`config.mk`:
```
export PLATFORM = sky130hd
export DESIGN_NAME = wb_regfile_flat
export DESIGN_NICKNAME = d
export VERILOG_FILES = /design/src/rtl/wb_regfile_pkg.sv /design/src/rtl/wb_regfile_if.sv /design/src/rtl/wb_regfile_gpr_array.sv /design/src/rtl/wb_regfile.sv /design/src/flat_wrapper.sv
export SDC_FILE = /design/constraint.sdc
export NUM_CORES = 2
export LEC_CHECK = 0
export CAP_MARGIN = 20
export CORE_ASPECT_RATIO = 0.7
export CORE_MARGIN = 4
export CORE_UTILIZATION = 50
export CTS_CLUSTER_SIZE = 20
export DETAILED_ROUTE_END_ITERATION = 12
export DONT_BUFFER_PORTS = 1
export PLACE_DENSITY = 0.65
export SETUP_SLACK_MARGIN = 0.4
export SLEW_MARGIN = 10
export SYNTH_ARGS = -nofsm -noshare
export SYNTH_HDL_FRONTEND = slang
export SYNTH_SLANG_ARGS = --single-unit
```
`constraint.sdc`:
```
create_clock -name clk -period 3.55 [get_ports clk]
set_input_delay 0.1775 -clock clk [delete_from_list [all_inputs] [get_ports clk]]
set_output_delay 0.1775 -clock clk [all_outputs]
set_load 0.005 [all_outputs]
```
`src/rtl/wb_regfile_pkg.sv`:
```
// Shared CPU constants and types for the writeback stage and register file.
package wb_regfile_pkg;

    localparam int DATA_W   = 32;
    localparam int ADDR_W   = 5;
    localparam int NUM_REGS = 32;

    localparam logic [ADDR_W-1:0] REG_ZERO = 5'd0;
    localparam logic [ADDR_W-1:0] REG_SP   = 5'd29;
    localparam logic [ADDR_W-1:0] REG_RA   = 5'd31;

    localparam logic [DATA_W-1:0] NOP_INST = 32'h0000_0000;

    typedef logic [ADDR_W-1:0] reg_addr_t;
    typedef logic [DATA_W-1:0] word_t;

    function automatic word_t wb_select(logic memtoreg, word_t memout, word_t aluout);
        return memtoreg ? memout : aluout;
    endfunction

endpackage

```
`src/rtl/wb_regfile_if.sv`:
```
// WB-stage bundle, ID read ports and debug/status signals of the register file.
interface wb_regfile_if;
    import wb_regfile_pkg::*;

    word_t     wb_inst;
    word_t     wb_ALUOUT;
    word_t     wb_MEMOUT;
    reg_addr_t wb_RegisterRd;
    logic      wb_MemtoReg;
    logic      wb_RegWrite;
    reg_addr_t id_RegisterRs;
    reg_addr_t id_RegisterRt;
    word_t     id_ReadData1;
    word_t     id_ReadData2;
    word_t     wb_WriteData;
    logic      wb_WriteEn;
    reg_addr_t dbg_addr;
    word_t     dbg_data;
    word_t     retired;

    modport master (
        output wb_inst, wb_ALUOUT, wb_MEMOUT, wb_RegisterRd, wb_MemtoReg, wb_RegWrite,
        output id_RegisterRs, id_RegisterRt, dbg_addr,
        input  id_ReadData1, id_ReadData2, wb_WriteData, wb_WriteEn, dbg_data, retired
    );

    modport slave (
        input  wb_inst, wb_ALUOUT, wb_MEMOUT, wb_RegisterRd, wb_MemtoReg, wb_RegWrite,
        input  id_RegisterRs, id_RegisterRt, dbg_addr,
        output id_ReadData1, id_ReadData2, wb_WriteData, wb_WriteEn, dbg_data, retired
    );

endinterface

```
`src/rtl/wb_regfile_gpr_array.sv`:
```
// Raw 32x32 GPR storage: one write port, two combinational reads, one registered debug read.
module gpr_array
    import wb_regfile_pkg::*;
#(
    parameter word_t SP_RESET = 32'h0000_2FFC
) (
    input  logic      clk,
    input  logic      rst,
    input  logic      we,
    input  reg_addr_t waddr,
    input  word_t     wdata,
    input  reg_addr_t raddr1,
    input  reg_addr_t raddr2,
    output word_t     rdata1,
    output word_t     rdata2,
    input  reg_addr_t dbg_addr,
    output word_t     dbg_data
);

    word_t regs [NUM_REGS];

    // Stack pointer comes out of reset pointing at the top of data memory.
    always_ff @(posedge clk or negedge rst) begin
        if (!rst) begin
            for (int i = 0; i < NUM_REGS; i++)
                regs[i] <= (reg_addr_t'(i) == REG_SP) ? SP_RESET : '0;
        end else if (we) begin
            regs[waddr] <= wdata;
        end
    end

    always_ff @(posedge clk or negedge rst) begin
        if (!rst) dbg_data <= '0;
        else      dbg_data <= regs[dbg_addr];
    end

    assign rdata1 = regs[raddr1];
    assign rdata2 = regs[raddr2];

endmodule

```
`src/rtl/wb_regfile.sv`:
```
// Writeback mux, register file with write-through bypass, and retired-instruction counter.
module wb_regfile
    import wb_regfile_pkg::*;
#(
    parameter logic [31:0] SP_RESET = 32'h0000_2FFC,
    parameter int          DATA_W   = 32
) (
    input  logic         clk,
    input  logic         rst,
    wb_regfile_if.slave  bus
);

    logic [DATA_W-1:0] wdata;
    logic              wen;
    logic              byp;
    word_t             raw1, raw2;
    word_t             retired_q;

    assign wdata = wb_select(bus.wb_MemtoReg, bus.wb_MEMOUT, bus.wb_ALUOUT);
    assign wen   = bus.wb_RegWrite && (bus.wb_RegisterRd != REG_ZERO);
    // No bypass while in reset, so reads show the freshly cleared array.
    assign byp   = wen && rst;

    assign bus.wb_WriteData = wdata;
    assign bus.wb_WriteEn   = wen;

    gpr_array #(.SP_RESET(SP_RESET)) u_gpr (
        .clk      (clk),
        .rst      (rst),
        .we       (wen),
        .waddr    (bus.wb_RegisterRd),
        .wdata    (wdata),
        .raddr1   (bus.id_RegisterRs),
        .raddr2   (bus.id_RegisterRt),
        .rdata1   (raw1),
        .rdata2   (raw2),
        .dbg_addr (bus.dbg_addr),
        .dbg_data (bus.dbg_data)
    );

    assign bus.id_ReadData1 = (bus.id_RegisterRs == REG_ZERO)                   ? '0    :
                              (byp && bus.id_RegisterRs == bus.wb_RegisterRd)   ? wdata : raw1;
    assign bus.id_ReadData2 = (bus.id_RegisterRt == REG_ZERO)                   ? '0    :
                              (byp && bus.id_RegisterRt == bus.wb_RegisterRd)   ? wdata : raw2;

    // Every non-bubble counts, including stores and branches; wraps silently.
    always_ff @(posedge clk or negedge rst) begin
        if (!rst)                         retired_q <= '0;
        else if (bus.wb_inst != NOP_INST) retired_q <= retired_q + 32'd1;
    end

    assign bus.retired = retired_q;

endmodule

```
`src/flat_wrapper.sv`:
```
// flat-port wrapper written by rule: the top's interface ports become plain ports
module wb_regfile_flat import wb_regfile_pkg::*;
#(
    parameter logic [31:0] SP_RESET = 32'h0000_2FFC,
    parameter int          DATA_W   = 32
)
  (clk, rst, bus_wb_inst, bus_wb_ALUOUT, bus_wb_MEMOUT, bus_wb_RegisterRd, bus_wb_MemtoReg, bus_wb_RegWrite, bus_id_RegisterRs, bus_id_RegisterRt, bus_dbg_addr, bus_id_ReadData1, bus_id_ReadData2, bus_wb_WriteData, bus_wb_WriteEn, bus_dbg_data, bus_retired);
  wb_regfile_if bus_i ();
  input  logic clk;
  input  logic rst;
  input wire logic [$bits(bus_i.wb_inst)-1:0] bus_wb_inst;
  input wire logic [$bits(bus_i.wb_ALUOUT)-1:0] bus_wb_ALUOUT;
  input wire logic [$bits(bus_i.wb_MEMOUT)-1:0] bus_wb_MEMOUT;
  input wire logic [$bits(bus_i.wb_RegisterRd)-1:0] bus_wb_RegisterRd;
  input wire logic [$bits(bus_i.wb_MemtoReg)-1:0] bus_wb_MemtoReg;
  input wire logic [$bits(bus_i.wb_RegWrite)-1:0] bus_wb_RegWrite;
  input wire logic [$bits(bus_i.id_RegisterRs)-1:0] bus_id_RegisterRs;
  input wire logic [$bits(bus_i.id_RegisterRt)-1:0] bus_id_RegisterRt;
  input wire logic [$bits(bus_i.dbg_addr)-1:0] bus_dbg_addr;
  output wire logic [$bits(bus_i.id_ReadData1)-1:0] bus_id_ReadData1;
  output wire logic [$bits(bus_i.id_ReadData2)-1:0] bus_id_ReadData2;
  output wire logic [$bits(bus_i.wb_WriteData)-1:0] bus_wb_WriteData;
  output wire logic [$bits(bus_i.wb_WriteEn)-1:0] bus_wb_WriteEn;
  output wire logic [$bits(bus_i.dbg_data)-1:0] bus_dbg_data;
  output wire logic [$bits(bus_i.retired)-1:0] bus_retired;
  assign bus_i.wb_inst = bus_wb_inst;
  assign bus_i.wb_ALUOUT = bus_wb_ALUOUT;
  assign bus_i.wb_MEMOUT = bus_wb_MEMOUT;
  assign bus_i.wb_RegisterRd = bus_wb_RegisterRd;
  assign bus_i.wb_MemtoReg = bus_wb_MemtoReg;
  assign bus_i.wb_RegWrite = bus_wb_RegWrite;
  assign bus_i.id_RegisterRs = bus_id_RegisterRs;
  assign bus_i.id_RegisterRt = bus_id_RegisterRt;
  assign bus_i.dbg_addr = bus_dbg_addr;
  assign bus_id_ReadData1 = bus_i.id_ReadData1;
  assign bus_id_ReadData2 = bus_i.id_ReadData2;
  assign bus_wb_WriteData = bus_i.wb_WriteData;
  assign bus_wb_WriteEn = bus_i.wb_WriteEn;
  assign bus_dbg_data = bus_i.dbg_data;
  assign bus_retired = bus_i.retired;
  wb_regfile #(.SP_RESET(SP_RESET), .DATA_W(DATA_W)) u_core (.clk(clk), .rst(rst), .bus(bus_i));
endmodule
```
==> impl_metrics.yaml <==
routing:
  wirelength_um: 232000
  vias_per_cell: 7.15
  wl_per_cell_um: 33.6
  vias: 49300
  drcViolationCount: 0
  ant_nets: 0
  drtPass1Iterations: 6
  first_iter_violations: 7982
power_and_ir_drop:
  p_leak_nw: 28.1
  cellPowerDensity_nw_per_um2: 576
  vdd_drop_max_mv: 0.406
  power.total_mw: 39.8
critical_path:
  path_class: "in2out"
  crit_path_end_kind: "output pin"
  critPathMaxFanout: 248
  crit_required_ns: 3.37
  worstPathArrival_ns: 2.98
  start_kind: "primary input"
die:
  die_w_um: 432
  pin_count: 281
  core_area_um2: 124000
  die_area_um2: 131000
  start_util_pct: 50.5
  die_y_um: 305
  rows: 108
yosys:
  ys.flop_type: "dfrtp_1"
  synth_cell_types: 53
  syn-num-nets: 5537
  synthTopCellsByCount: "dfrtp_1 (1077), mux4_2 (800), nor2_1 (596), nand2_1 (594), o21ai_0 (524)"
  yosys_warnings: 0
  synth.area.top_cells: "dfrtp_1 (43%), mux4_2 (29%), o21ai_0 (4.2%)"
  synth_top_area_share_pct: 42.9
  synth-async-reset-ratio_pct: 100
  syn_inst: 5416
  synth-seq-cells: 1088
  syn-cell-area_um2: 62800
  synth-edff-count: 0
  yosysSeqAreaShare_pct: 43.4
  yosys.area.top_type: "dfrtp_1"
  synth.avg_cell_area_um2: 11.6
  synthMostInstantiatedCell: "dfrtp_1"
cts:
  h-tree-depth: 3
  insertion_delay_ns: 0.77
  cts_tree: "done"
  cts-root-buf: "clkbuf_16"
  cts_buffer_depth: 3
  clock_sinks: 1088
  numCtsBuffers: 110
  cts.clk_slew.worst_paths_ns: 0.07
finish:
  layout.nets: 5277
  layout.core_utilization_pct: 55.6
  final_cells: 6903
  area_delta_synth_final_pct: 10.1
  drive_gt1_share_pct: 23.9
  fill_cells: 10200
sta:
  setup_viol: 0
  clock_skew_ns: 0.0319
  finalHoldViolCount: 344
  relSlewSlack_pct: 18.4
  rsz0062_at_grt: "false"
  worst_hold_slack_ns: -0.899
  worst_pin_slew_ns: 1.22
  fin_crit_ns: 3.16
  finalMaxSlewViolations: 0
  fmax_mhz: 317
  min_period_over_period_pct: 88.9
placed_design:
  dp_hpwl_um: 128000
  portBuffers: 0
  gp_congestion: 0.859
  dp_cells: 6590
job:
  max_cap_viol_count: 0
grt:
  grt_pass1_wl_um: 339000
  antenna_found_initial: 8
  grt_max_degree: 280
  grt_pass1_vias: 47400
  grtUsageTotal_pct: 35.2
  globalRouteOverflowTotal: 0
worst_hold_path:
  min_path_type: "in2async"
outcome:
  violations: "negative hold slack"
  outcome: "finished with violations"
-- power breakdown --
group	internal [mW]	total, mW	switching [mW]
Sequential	15.0	17.7	2.63
Clock	7.00	12.4	5.40
Combinational	5.41	9.74	4.34
Total	27.4	39.8	12.4
-- per-stage QoR --
step	hold WS, ns	instance area [um^2]	setup TNS (ns)	setup slack, ns
2_1_floorplan	-0.118	62800	0	1.32
3_3_place_gp	-0.0645	64000	0	0.431
3_5_place_dp	-0.115	64200	-52.94	-0.349
4_1_cts	-0.935	69100	0	0.495
5_1_grt	-0.924	69200	0	0.431
6_report	-0.899	69200	0	0.394
-- final cells by class --
| type | instances | area, um^2 | area share (%) |
|---|---|---|---|
| Multi-Input combinational cell | 3686 | 33400 | 48.3 |
| Tap cell | 1650 | 2060 | 2.98 |
| Clock buffer | 163 | 3230 | 4.67 |
| Clock inverter | 44 | 571 | 0.825 |
| Inverter | 39 | 146 | 0.212 |
| Antenna cell | 2 | 5.00 | 0.00724 |
| Sequential cell | 1088 | 27200 | 39.4 |
| Timing Repair Buffer | 231 | 2500 | 3.62 |
-- worst max-delay path: stages --
cell and delay, ns:
xnor2_1 0.42, nand3_1 0.43, or3_4 0.64, a211oi_1 0.53, buf_4 0.20, buf_4 0.10
-- worst paths after layout --
| path | startpoint | end | slack [ns] | cells past startpoint |
|---|---|---|---|---|
| max | bus_id_RegisterRs[0] | bus_id_ReadData1[13] | 0.39 | 6 |
| min | rst | u_core.u_gpr.regs[670] | -0.90 | 0 |
| max reg2reg | u_core.u_gpr.regs[989] | u_core.u_gpr.dbg_data[29] | 0.69 | 5 |
| min reg2reg | u_core.u_gpr.regs[1016] | u_core.u_gpr.regs[1016] | 0.42 | 0 |
| max in group asynchronous | rst | u_core.bus.retired[23] | 0.98 | 5 |
| min in group clk | bus_wb_inst[7] | u_core.bus.retired[2] | 0.04 | 4 |
-- what timing repair did --
item                                    4_1_cts  5_1_grt
hold buffers                                 92        1
cloned                                        1        0
endpoints found under the setup margin       64        1
pin swaps                                     4        0
gates resized for setup                       2        1
setup buffers                                 6        0
endpoints found under the hold margin      1296      306
-- metal layers --
metal,GRT usage (%),vias up,part of all wire (%)
li1,-,19800,-
met1,48.9,25000,37
met2,48.5,3764,42
met3,13.6,778,15
met4,17.7,6,6.1
met5,0,-,0.021
-- sequential cells by signal, indices dropped and copies added, names as in the netlist --
signal	count
u_core.bus.retired	32
u_core.u_gpr.dbg_data	32
u_core.u_gpr.regs	1024
-- layout by cell type (no fill, tap or decap), types with 10 or more instances in the layout --
master / count
a211oi_1: 16
a21oi_1: 516
a221oi_1: 31
a22o_1: 29
a22oi_1: 161
a2bb2oi_1: 16
buf_12: 23
buf_16: 11
buf_4: 105
clkbuf_1: 25
clkbuf_16: 110
clkbuf_8: 28
clkinv_2: 22
dfrtp_1: 1077
dfstp_2: 11
dlygate4sd3_1: 89
inv_1: 39
mux2_2: 34
mux2i_1: 65
mux2i_2: 28
mux4_2: 800
nand2_1: 579
nand2_4: 15
nand3_1: 11
nor2_1: 582
nor2_4: 18
nor3_1: 60
nor4_1: 10
o211a_1: 14
o21ai_0: 523
o22ai_1: 66
xnor2_1: 26
xor2_1: 15
-- kinds of logic after synthesis --
kind of cell / share of synthesized area (%)
flip-flops: 43.4
XOR/XNOR: 0.572
buffers and inverters: 4.26
adder cells (fa/ha/maj): 0.0199
multiplexers: 30.8
AND/OR/NAND/NOR: 8.41
AO/OA/AOI/OAI: 12.5
No activity file was read; power rests on OpenSTA's default activity.
